**src/rtl/conv_scan_sequencer_pkg.sv**
```systemverilog
// conv_scan_sequencer_pkg
// Types and constants shared by the convolution scan sequencer:
//   - state_e : frame FSM states (IDLE, RUN, DONE)
//   - dir_e   : rotation direction of a one-hot ring
//   - *_INIT  : one-hot reset/initial values of the four selects
package conv_scan_sequencer_pkg;

  typedef enum logic [1:0] {
    IDLE = 2'd0,
    RUN  = 2'd1,
    DONE = 2'd2
  } state_e;

  typedef enum logic {
    DIR_LEFT  = 1'b0,
    DIR_RIGHT = 1'b1
  } dir_e;

  localparam logic [2:0] KERN_INIT = 3'b001;
  localparam logic [7:0] PIX_INIT  = 8'b0000_0001;
  localparam logic [8:0] ROW_INIT  = 9'b1_0000_0000;
  localparam logic [2:0] MEM_INIT  = 3'b001;

endpackage

```
**src/rtl/conv_scan_sequencer_if.sv**
```systemverilog
// conv_scan_sequencer_if
// Start/stall handshake and one-hot select bus of the scan sequencer.
//   master : frame requester; drives Start_s1/Stall_s1, observes the rest
//   slave  : the sequencer; drives Busy/Valid/Done and the four selects
interface conv_scan_sequencer_if #(
  parameter int NUM_KERN = 3,
  parameter int NUM_PIX  = 8,
  parameter int NUM_ROWS = 9,
  parameter int NUM_MEM  = 3
);
  logic                Start_s1;
  logic                Stall_s1;
  logic                Busy_s1;
  logic                Valid_s1;
  logic                Done_s1;
  logic [NUM_KERN-1:0] Count3_s1;
  logic [NUM_PIX-1:0]  Count8_s1;
  logic [NUM_ROWS-1:0] Count9_s1;
  logic [NUM_MEM-1:0]  MemPoint_s1;

  modport master (
    output Start_s1, Stall_s1,
    input  Busy_s1, Valid_s1, Done_s1,
    input  Count3_s1, Count8_s1, Count9_s1, MemPoint_s1
  );

  modport slave (
    input  Start_s1, Stall_s1,
    output Busy_s1, Valid_s1, Done_s1,
    output Count3_s1, Count8_s1, Count9_s1, MemPoint_s1
  );
endinterface

```
**src/rtl/conv_scan_sequencer_onehot_ring.sv**
```systemverilog
// onehot_ring
// One-hot rotating register. Synchronous active-low reset and synchronous
// load both restore INIT; otherwise the register rotates one position per
// enabled cycle in direction DIR.
//   clk_i   : clock
//   rst_n_i : synchronous reset, active-low
//   load_i  : synchronous load of INIT (lower priority than reset only)
//   en_i    : rotate enable
//   q_o     : one-hot state
module onehot_ring
  import conv_scan_sequencer_pkg::*;
#(
  parameter int               WIDTH = 3,
  parameter logic [WIDTH-1:0] INIT  = {{(WIDTH-1){1'b0}}, 1'b1},
  parameter dir_e             DIR   = DIR_LEFT
) (
  input  logic             clk_i,
  input  logic             rst_n_i,
  input  logic             load_i,
  input  logic             en_i,
  output logic [WIDTH-1:0] q_o
);

  logic [WIDTH-1:0] q_q;
  logic [WIDTH-1:0] q_d;

  always_comb begin
    q_d = q_q;
    if (DIR == DIR_LEFT) q_d = {q_q[WIDTH-2:0], q_q[WIDTH-1]};
    else                 q_d = {q_q[0], q_q[WIDTH-1:1]};
  end

  always_ff @(posedge clk_i) begin
    if (!rst_n_i || load_i) q_q <= INIT;
    else if (en_i)          q_q <= q_d;
  end

  assign q_o = q_q;

endmodule

```
**src/rtl/conv_scan_sequencer.sv**
```systemverilog
// conv_scan_sequencer
// Generates the one-hot kernel, pixel, word-line and frame-buffer pointer
// selects for one convolution frame. Kernel, pixel and row form a nested
// odometer (kernel fastest, row slowest); the pointer advances once per
// completed frame and persists across frames.
//   Phi1        : clock
//   Reset_b_s1  : synchronous reset, active-low
//   bus (slave) : Start/Stall in; Busy/Valid/Done and the selects out
module conv_scan_sequencer
  import conv_scan_sequencer_pkg::*;
#(
  parameter int NUM_KERN = 3,
  parameter int NUM_PIX  = 8,
  parameter int NUM_ROWS = 9,
  parameter int NUM_MEM  = 3
) (
  input  logic                  Phi1,
  input  logic                  Reset_b_s1,
  conv_scan_sequencer_if.slave  bus
);

  state_e state_q;
  logic   busy_q, valid_q, done_q;

  logic [NUM_KERN-1:0] kern;
  logic [NUM_PIX-1:0]  pix;
  logic [NUM_ROWS-1:0] row;
  logic [NUM_MEM-1:0]  mem;

  logic adv, kern_en, pix_en, row_en, frame_end, sel_load;

  // Wrap-enable chain: each ring steps only when every faster ring wraps.
  assign adv       = (state_q == RUN) && !bus.Stall_s1;
  assign kern_en   = adv;
  assign pix_en    = kern_en && kern[NUM_KERN-1];
  assign row_en    = pix_en && pix[NUM_PIX-1];
  assign frame_end = row_en && row[0];

  // Outside a frame the odometer is pinned to its start position.
  assign sel_load  = (state_q == IDLE);

  onehot_ring #(.WIDTH(NUM_KERN), .INIT(KERN_INIT), .DIR(DIR_LEFT)) u_kern (
    .clk_i(Phi1), .rst_n_i(Reset_b_s1), .load_i(sel_load), .en_i(kern_en), .q_o(kern)
  );

  onehot_ring #(.WIDTH(NUM_PIX), .INIT(PIX_INIT), .DIR(DIR_LEFT)) u_pix (
    .clk_i(Phi1), .rst_n_i(Reset_b_s1), .load_i(sel_load), .en_i(pix_en), .q_o(pix)
  );

  onehot_ring #(.WIDTH(NUM_ROWS), .INIT(ROW_INIT), .DIR(DIR_RIGHT)) u_row (
    .clk_i(Phi1), .rst_n_i(Reset_b_s1), .load_i(sel_load), .en_i(row_en), .q_o(row)
  );

  // The frame pointer is never reloaded outside reset so it survives frames.
  onehot_ring #(.WIDTH(NUM_MEM), .INIT(MEM_INIT), .DIR(DIR_LEFT)) u_mem (
    .clk_i(Phi1), .rst_n_i(Reset_b_s1), .load_i(1'b0), .en_i(frame_end), .q_o(mem)
  );

  // Frame FSM with registered status outputs.
  always_ff @(posedge Phi1) begin
    if (!Reset_b_s1) begin
      state_q <= IDLE;
      busy_q  <= 1'b0;
      valid_q <= 1'b0;
      done_q  <= 1'b0;
    end else begin
      case (state_q)
        IDLE: begin
          if (bus.Start_s1) begin
            state_q <= RUN;
            busy_q  <= 1'b1;
            valid_q <= 1'b1;
          end
        end
        RUN: begin
          if (frame_end) begin
            state_q <= DONE;
            valid_q <= 1'b0;
            done_q  <= 1'b1;
          end
        end
        DONE: begin
          state_q <= IDLE;
          busy_q  <= 1'b0;
          done_q  <= 1'b0;
        end
        default: begin
          state_q <= IDLE;
          busy_q  <= 1'b0;
          valid_q <= 1'b0;
          done_q  <= 1'b0;
        end
      endcase
    end
  end

  assign bus.Busy_s1     = busy_q;
  assign bus.Valid_s1    = valid_q;
  assign bus.Done_s1     = done_q;
  assign bus.Count3_s1   = kern;
  assign bus.Count8_s1   = pix;
  assign bus.Count9_s1   = row;
  assign bus.MemPoint_s1 = mem;

endmodule

```
**src/flat_wrapper.sv**
```systemverilog
// flat-port wrapper written by rule: the top's interface ports become plain ports
module conv_scan_sequencer_flat import conv_scan_sequencer_pkg::*;
#(
  parameter int NUM_KERN = 3,
  parameter int NUM_PIX  = 8,
  parameter int NUM_ROWS = 9,
  parameter int NUM_MEM  = 3
)
  (Phi1, Reset_b_s1, bus_Start_s1, bus_Stall_s1, bus_Busy_s1, bus_Valid_s1, bus_Done_s1, bus_Count3_s1, bus_Count8_s1, bus_Count9_s1, bus_MemPoint_s1);
  conv_scan_sequencer_if #(.NUM_KERN(NUM_KERN), .NUM_PIX(NUM_PIX), .NUM_ROWS(NUM_ROWS), .NUM_MEM(NUM_MEM)) bus_i ();
  input  logic Phi1;
  input  logic Reset_b_s1;
  input wire logic [$bits(bus_i.Start_s1)-1:0] bus_Start_s1;
  input wire logic [$bits(bus_i.Stall_s1)-1:0] bus_Stall_s1;
  output wire logic [$bits(bus_i.Busy_s1)-1:0] bus_Busy_s1;
  output wire logic [$bits(bus_i.Valid_s1)-1:0] bus_Valid_s1;
  output wire logic [$bits(bus_i.Done_s1)-1:0] bus_Done_s1;
  output wire logic [$bits(bus_i.Count3_s1)-1:0] bus_Count3_s1;
  output wire logic [$bits(bus_i.Count8_s1)-1:0] bus_Count8_s1;
  output wire logic [$bits(bus_i.Count9_s1)-1:0] bus_Count9_s1;
  output wire logic [$bits(bus_i.MemPoint_s1)-1:0] bus_MemPoint_s1;
  assign bus_i.Start_s1 = bus_Start_s1;
  assign bus_i.Stall_s1 = bus_Stall_s1;
  assign bus_Busy_s1 = bus_i.Busy_s1;
  assign bus_Valid_s1 = bus_i.Valid_s1;
  assign bus_Done_s1 = bus_i.Done_s1;
  assign bus_Count3_s1 = bus_i.Count3_s1;
  assign bus_Count8_s1 = bus_i.Count8_s1;
  assign bus_Count9_s1 = bus_i.Count9_s1;
  assign bus_MemPoint_s1 = bus_i.MemPoint_s1;
  conv_scan_sequencer #(.NUM_KERN(NUM_KERN), .NUM_PIX(NUM_PIX), .NUM_ROWS(NUM_ROWS), .NUM_MEM(NUM_MEM)) u_core (.Phi1(Phi1), .Reset_b_s1(Reset_b_s1), .bus(bus_i));
endmodule
```
**config.mk**
```make
export PLATFORM = sky130hd
export DESIGN_NAME = conv_scan_sequencer_flat
export DESIGN_NICKNAME = d
export VERILOG_FILES = /design/src/rtl/conv_scan_sequencer_pkg.sv /design/src/rtl/conv_scan_sequencer_if.sv /design/src/rtl/conv_scan_sequencer_onehot_ring.sv /design/src/rtl/conv_scan_sequencer.sv /design/src/flat_wrapper.sv
export SDC_FILE = /design/constraint.sdc
export NUM_CORES = 1
export LEC_CHECK = 0
export CAP_MARGIN = 20
export CORE_MARGIN = 10
export CORE_UTILIZATION = 45
export DETAILED_ROUTE_END_ITERATION = 8
export PLACE_DENSITY = 0.87
export SLEW_MARGIN = 10
export SYNTH_ARGS = -nofsm -noshare
export SYNTH_HDL_FRONTEND = slang
export SYNTH_SLANG_ARGS = --single-unit
```
**constraint.sdc**
```tcl
create_clock -name Phi1 -period 1.6 [get_ports Phi1]
set_input_delay 0.16 -clock Phi1 [delete_from_list [all_inputs] [get_ports Phi1]]
set_output_delay 0.16 -clock Phi1 [all_outputs]
set_load 0.02 [all_outputs]
```
-- Word level (Yosys, flattened, before mapping)
Index checks and enable logic that the tools add are counted.
- reductions and logical operators: 12
- bitwise operators: 3
- multiplexer cells: 9
- eq/ne operators: 4
- operator list (kind ; number):
    $reduce_and 2->1 ; 3
    $logic_and 1x1->1 ; 4
    $mux 2 ; 2
    $pmux 1 s2 ; 2
    $pmux 2 s2 ; 1
    $mux 1 ; 3
    $not 1->1 ; 3
    $pmux 1 s3 ; 1
    $reduce_and 3->1 ; 1
    $eq 2x1->1 const B ; 1
    $eq 2x2->1 const B ; 1
    $logic_not 1->1 ; 2
    $logic_not 2->1 ; 1
    $ne 2x1->1 const B ; 1
    $ne 2x2->1 const B ; 1
    $logic_or 1x1->1 ; 1
- output and inout bits: 26
- input bits: 4
- bits in registers: 28

-- Depth between registers and ports, before layout
- depth in word-level cells: 7
- gate-level depth with buffers: 5

-- Hierarchy
A second synthesis with hierarchy kept.
- cells, all modules: 100
- area total of the unflattened synthesis: 1069.8 sq um
- modules (own cells, without submodules) (module ; cells each ; sequential area each (sq um) ; instances ; area an instance (sq um)):
    onehot_ring at u_core.u_row ; 30 ; 180.2 ; 1 ; 337.8
    onehot_ring at u_core.u_pix ; 27 ; 160.2 ; 1 ; 290.3
    conv_scan_sequencer ; 23 ; 100.1 ; 1 ; 224.0
    onehot_ring at u_core.u_kern ... ; 10 ; 60.1 ; 2 ; 108.9

-- Worst setup path after synthesis
Ideal clock, no wire load.
- path type: register to register
- start point: register u_core.u_kern.q_q[2], in the netlist u_core.u_kern.q_o[2]
- end point: register u_core.u_row.q_q[8], in the netlist u_core.u_row.q_o[8]
- period minus slack after synthesis: 1.308 ns
- path buffers: 0
- arrival time: 1.188 ns
- slack: 0.292 ns
- stages on the path, launching flop included: 4
- cell sequence: dfxtp_1 > and4bb_4 > nand2_2 > a211o_1
- longest elaborated chain between the ends: 2
- RTL lines (element ; line ; source):
    from (decl) ; conv_scan_sequencer_onehot_ring.sv:24 ; logic [WIDTH-1:0] q_q;
    from (signal assigned) ; conv_scan_sequencer_onehot_ring.sv:35 ; else if (en_i) q_q <= q_d;
    $logic_and 1x1->1 ; conv_scan_sequencer.sv:35 ; assign pix_en = kern_en && kern[NUM_KERN-1];
    $logic_and 1x1->1 ; conv_scan_sequencer.sv:36 ; assign row_en = pix_en && pix[NUM_PIX-1];
    to (signal assigned) ; conv_scan_sequencer_onehot_ring.sv:35 ;
    to (decl) ; conv_scan_sequencer_onehot_ring.sv:24 ;
Every way passes these cells.
A chain may end at the register's enable or synchronous reset.

-- Final worst setup path
- start point: register u_core.u_row.q_q[0], in the netlist u_core.u_row.q_o[0]
- end point: output port bus_Count9_s1[0]
- RTL lines (element ; line ; source):
    to (decl) ; flat_wrapper.sv:20 ; output wire logic [$bits(bus_i.Count9_s1)-1:0] bus_Count9_s1;
No word-level cell between the ends.

==> flow_summary_export.csv <==
group,metric,value,unit
logic_synthesis,synth_xor_xnor_area_share,0,%
logic_synthesis,syn_nets,111,
min_path,hold_depth,2,
status,outcome,"finished clean",
timing,timing.final.setup_violations,0,
global_route,gr-total-overflow,0,
die,die_h,68.6,um
power_and_ir_drop,design_power_total,1.12,mW
critical_path,cp_max_fo,4,
global_route,antenna_found_initial,0,
critical_path,slowest_stage,"sky130_fd_sc_hd__clkdlybuf4s50_1",
timing,slew_headroom,75.0,%
timing,timing.final.crit_period,1520,ps
global_route,pin_count_of_the_biggest_net_entering_global_routing,16,
cells_and_area,final_cell_mix,"sky130_fd_sc_hd__dfxtp_1 (28), sky130_fd_sc_hd__clkdlybuf4s50_1 (27), sky130_fd_sc_hd__mux2i_1 (16), sky130_fd_sc_hd__nand2_1 (12), sky130_fd_sc_hd__nor2_1 (9)",
critical_path,critical_path.top_delay_family,"buffers and inverters",
timing,finalCritPeriodShare,95.1,%
cells_and_area,regArea,561,sq um
cts,cts.clk_slew.worst_paths,140,ps
critical_path,rrSetupSlack,270,ps
critical_path,cp_data_required_time,1440,ps
drt,wl_per_cell,14.4,um
cells_and_area,layout.cells.most_common,"sky130_fd_sc_hd__dfxtp_1",
critical_path,crit_chain,"clkdlybuf4s50_1",
critical_path,cpPeakStageDelay,630,ps
cells_and_area,antenna_cells_inserted,0,
cts,clock_tree.htree_level_count,1,
global_route,wire_length_of_the_first_global_routing_pass,4080,um
critical_path,r2r-end,"u_core.u_mem.q_o[1]$_SDFFE_PN0P_",
drt,drt-vias-per-instance,5.22,
place,finalWeightedCongestion,0.709,
logic_synthesis,synth_mux_area_share,15.1,%
min_path,worstHoldEndpoint,"u_core.u_mem.q_o[2]$_SDFFE_PN0P_",
cells_and_area,area_growth,36.6,%
logic_synthesis,synth.area.top_cells,"sky130_fd_sc_hd__dfxtp_1 (53%), sky130_fd_sc_hd__mux2i_1 (15%), sky130_fd_sc_hd__nand2_1 (4.2%)",
critical_path,reg2reg_depth,3,
timing,fin_worst_skew,5.13,ps
logic_synthesis,synthesis.area,1060,sq um
drt,route.vias.total,883,
place,dp.final_hpwl,1900,um
timing,whs,492,ps
timing,fmax,0.657,GHz
timing,setup_tns_after_final_layout,0,ps
timing,hold_viol,0,
global_route,grt_usage,11.3,%
cts,cts-root-to-sink-buffers,2,
logic_synthesis,synth_adder_area_share,0,%
logic_synthesis,synth_cell_types,28,
logic_synthesis,post-synth-top-area-cell,"sky130_fd_sc_hd__dfxtp_1",
logic_synthesis,postSynthAreaPerCell,9.94,sq um
die,floorplan.initialDensity,47.6,%
cells_and_area,final_layout_size_suffix_gt1_share,9.93,%
critical_path,critPathCaptureType,"output port",
power_and_ir_drop,leakagePower,0.582,nW
cells_and_area,fin_nets,146,
place,dpl.cell_count,165,
logic_synthesis,proportion_of_synthesized_chip_area_in_sequential_cells,52.7,%
logic_synthesis,synth-simple-area-share,16.9,%
drt,route.final.wire_length,2430,um
critical_path,worst_r2r_startpoint,"u_core.state_q[0]$_SDFFE_PN0P_",
power_and_ir_drop,power.ir.vdd_worst,0.649,mV
timing,max_slew.worst_pin.slew,375,ps
critical_path,data_arrival_critical_path,1360,ps
logic_synthesis,area_share_of_the_leading_cell_type_in_the_synthesized_netlist,52.7,%
min_path,worst_hold_startpoint,"u_core.u_mem.q_o[2]$_SDFFE_PN0P_",
cts,cts_post_setup_buffers_inserted,0,
logic_synthesis,synth_warnings,0,
logic_synthesis,synth_top_family_by_area,"simple AND/OR/NAND/NOR gates",
cells_and_area,layout.cells.non_filler,169,
drt,drt_iter0_drc,27,
cts,holdBufCountCts,0,
cts,clock-sinks,28,
logic_synthesis,synth-compound-area-share,9.88,%
place,portBuffers,29,
logic_synthesis,synth_flop_cell,"sky130_fd_sc_hd__dfxtp_1",
logic_synthesis,postSynthCellCount,107,
critical_path,worst-path-buf-inv,1,
cells_and_area,multi_input_combinational_cell_area,445,sq um
drt,antenna_left,0,
die,die-area,4710,sq um
logic_synthesis,postSynthRegisterBits,28,
drt,dr.pass1.iters,4,
job,drv.max_cap_violation_count,0,
cts,worstSkewPairLatency,320,ps
cts,clock_tree.root_cell,"sky130_fd_sc_hd__clkbuf_4",
cts,tritoncts,"built",
cts,tritoncts.num_buffers,3,
die,design.core.area,2230,sq um
die,die_x,68.6,um
die,row_cnt,17,
timing,grt_setup_unrepaired,"false",
timing,timing_max_transition_violations_final,0,
logic_synthesis,synth-edff-count,0,
die,io_pins,30,
cells_and_area,fillerInstances,191,
logic_synthesis,synth_async_sr_flop_share,0,%
power_and_ir_drop,cellPowerDensity,772,nW/um^2
drt,post-route-drc-count,0,
critical_path,path_class,"reg -> out",
min_path,min-delay-path-class,"reg -> reg",
global_route,via_count_of_the_first_global_routing_pass,887,
critical_path,crit_path_start_kind,"flop",
==> worst register-to-register path, stage by stage (launching register included) <==
cell,delay (ps)
sky130_fd_sc_hd__dfxtp_1,480
sky130_fd_sc_hd__and4bb_4,340
sky130_fd_sc_hd__and3_4,260
sky130_fd_sc_hd__mux2i_1,200
==> power by group <==
part / internal, mW / switching, mW / leakage, nW
clock network: 0.139 / 0.194 / 0.0210
logic: 0.0346 / 0.0378 / 0.334
registers: 0.707 / 0.00936 / 0.227
==> synthesized netlist by cell type, types with 2 or more instances <==
cell and count:
sky130_fd_sc_hd__a21oi_1 3, sky130_fd_sc_hd__a22oi_1 2, sky130_fd_sc_hd__buf_4 2, sky130_fd_sc_hd__clkbuf_1 2
sky130_fd_sc_hd__dfxtp_1 28, sky130_fd_sc_hd__inv_1 5, sky130_fd_sc_hd__mux2i_1 16, sky130_fd_sc_hd__nand2_1 12
sky130_fd_sc_hd__nand3_1 4, sky130_fd_sc_hd__nand4_1 2, sky130_fd_sc_hd__nor2_1 9, sky130_fd_sc_hd__nor3_1 2
sky130_fd_sc_hd__o21a_1 2, sky130_fd_sc_hd__o21ai_0 4
==> worst max-delay path by stage <==
stage                                            startpoint                               end  slack (ps)  depth (start not counted)
after CTS                 u_core.u_kern.q_o[2]$_SDFFE_PP0N_                  bus_Count3_s1[2]          30                          1
after global routing       u_core.u_row.q_o[0]$_SDFFE_PP0P_                  bus_Count9_s1[0]           3                          1
after global placement                         bus_Stall_s1  u_core.u_row.q_o[8]$_SDFFE_PP1P_          80                          4
after floorplan           u_core.u_kern.q_o[2]$_SDFFE_PP0N_  u_core.u_row.q_o[8]$_SDFFE_PP1P_         290                          3
final                      u_core.u_row.q_o[0]$_SDFFE_PP0P_                  bus_Count9_s1[0]          80                          1
after detailed placement                       bus_Stall_s1  u_core.u_mem.q_o[1]$_SDFFE_PN0P_          10                          4
==> layer usage <==
metal	vias to the layer above	track usage, %	wire length [um]
met4	0	3.77	23
met5	-	0	0
met2	27	18.8	1150
li1	437	-	-
met3	4	6.76	294
met1	415	11.7	956
==> final cells by class <==
| cell class | count | share of cell area [%] |
|---|---|---|
| well taps | 28 | 2.41 |
| multi-input cells | 68 | 30.7 |
| flip-flops and latches | 28 | 38.6 |
| clock buffers | 4 | 2.50 |
| repair buffers | 36 | 24.5 |
| inverters | 5 | 1.29 |
==> through the flow <==
step                      area [sq um]  utilization (%)  setup slack, ps
after floorplan                   1060                -              292
final                             1450             65.0             79.1
after CTS                         1450             64.9             34.7
after global placement            1420             63.4             79.3
after global routing              1450             65.0             3.37
after detailed placement          1420             63.4             12.0
==> registers in the layout, indices dropped and copies added (netlist names) <==
signal	flops
u_core.u_kern.q_o	3
u_core.bus.Done_s1	1
u_core.bus.Busy_s1	1
u_core.u_mem.q_o	3
u_core.u_pix.q_o	8
u_core.u_row.q_o	9
u_core.state_q	2
u_core.bus.Valid_s1	1
==> kinds of logic (layout without fill, tap and decap cells) <==
family,after synthesis,in the layout
AND/OR/NAND/NOR,36,36
flip-flops,28,28
AO/OA/AOI/OAI,16,16
multiplexers,16,16
buffers and inverters,11,45
==> what timing repair did <==
action                                  in CTS  in global routing
pin swaps                                    0                  0
resized for setup                            1                  1
endpoints found under the setup margin       1                  1
hold endpoints to repair                     0                  0
Power figures use the tool's default switching activity.
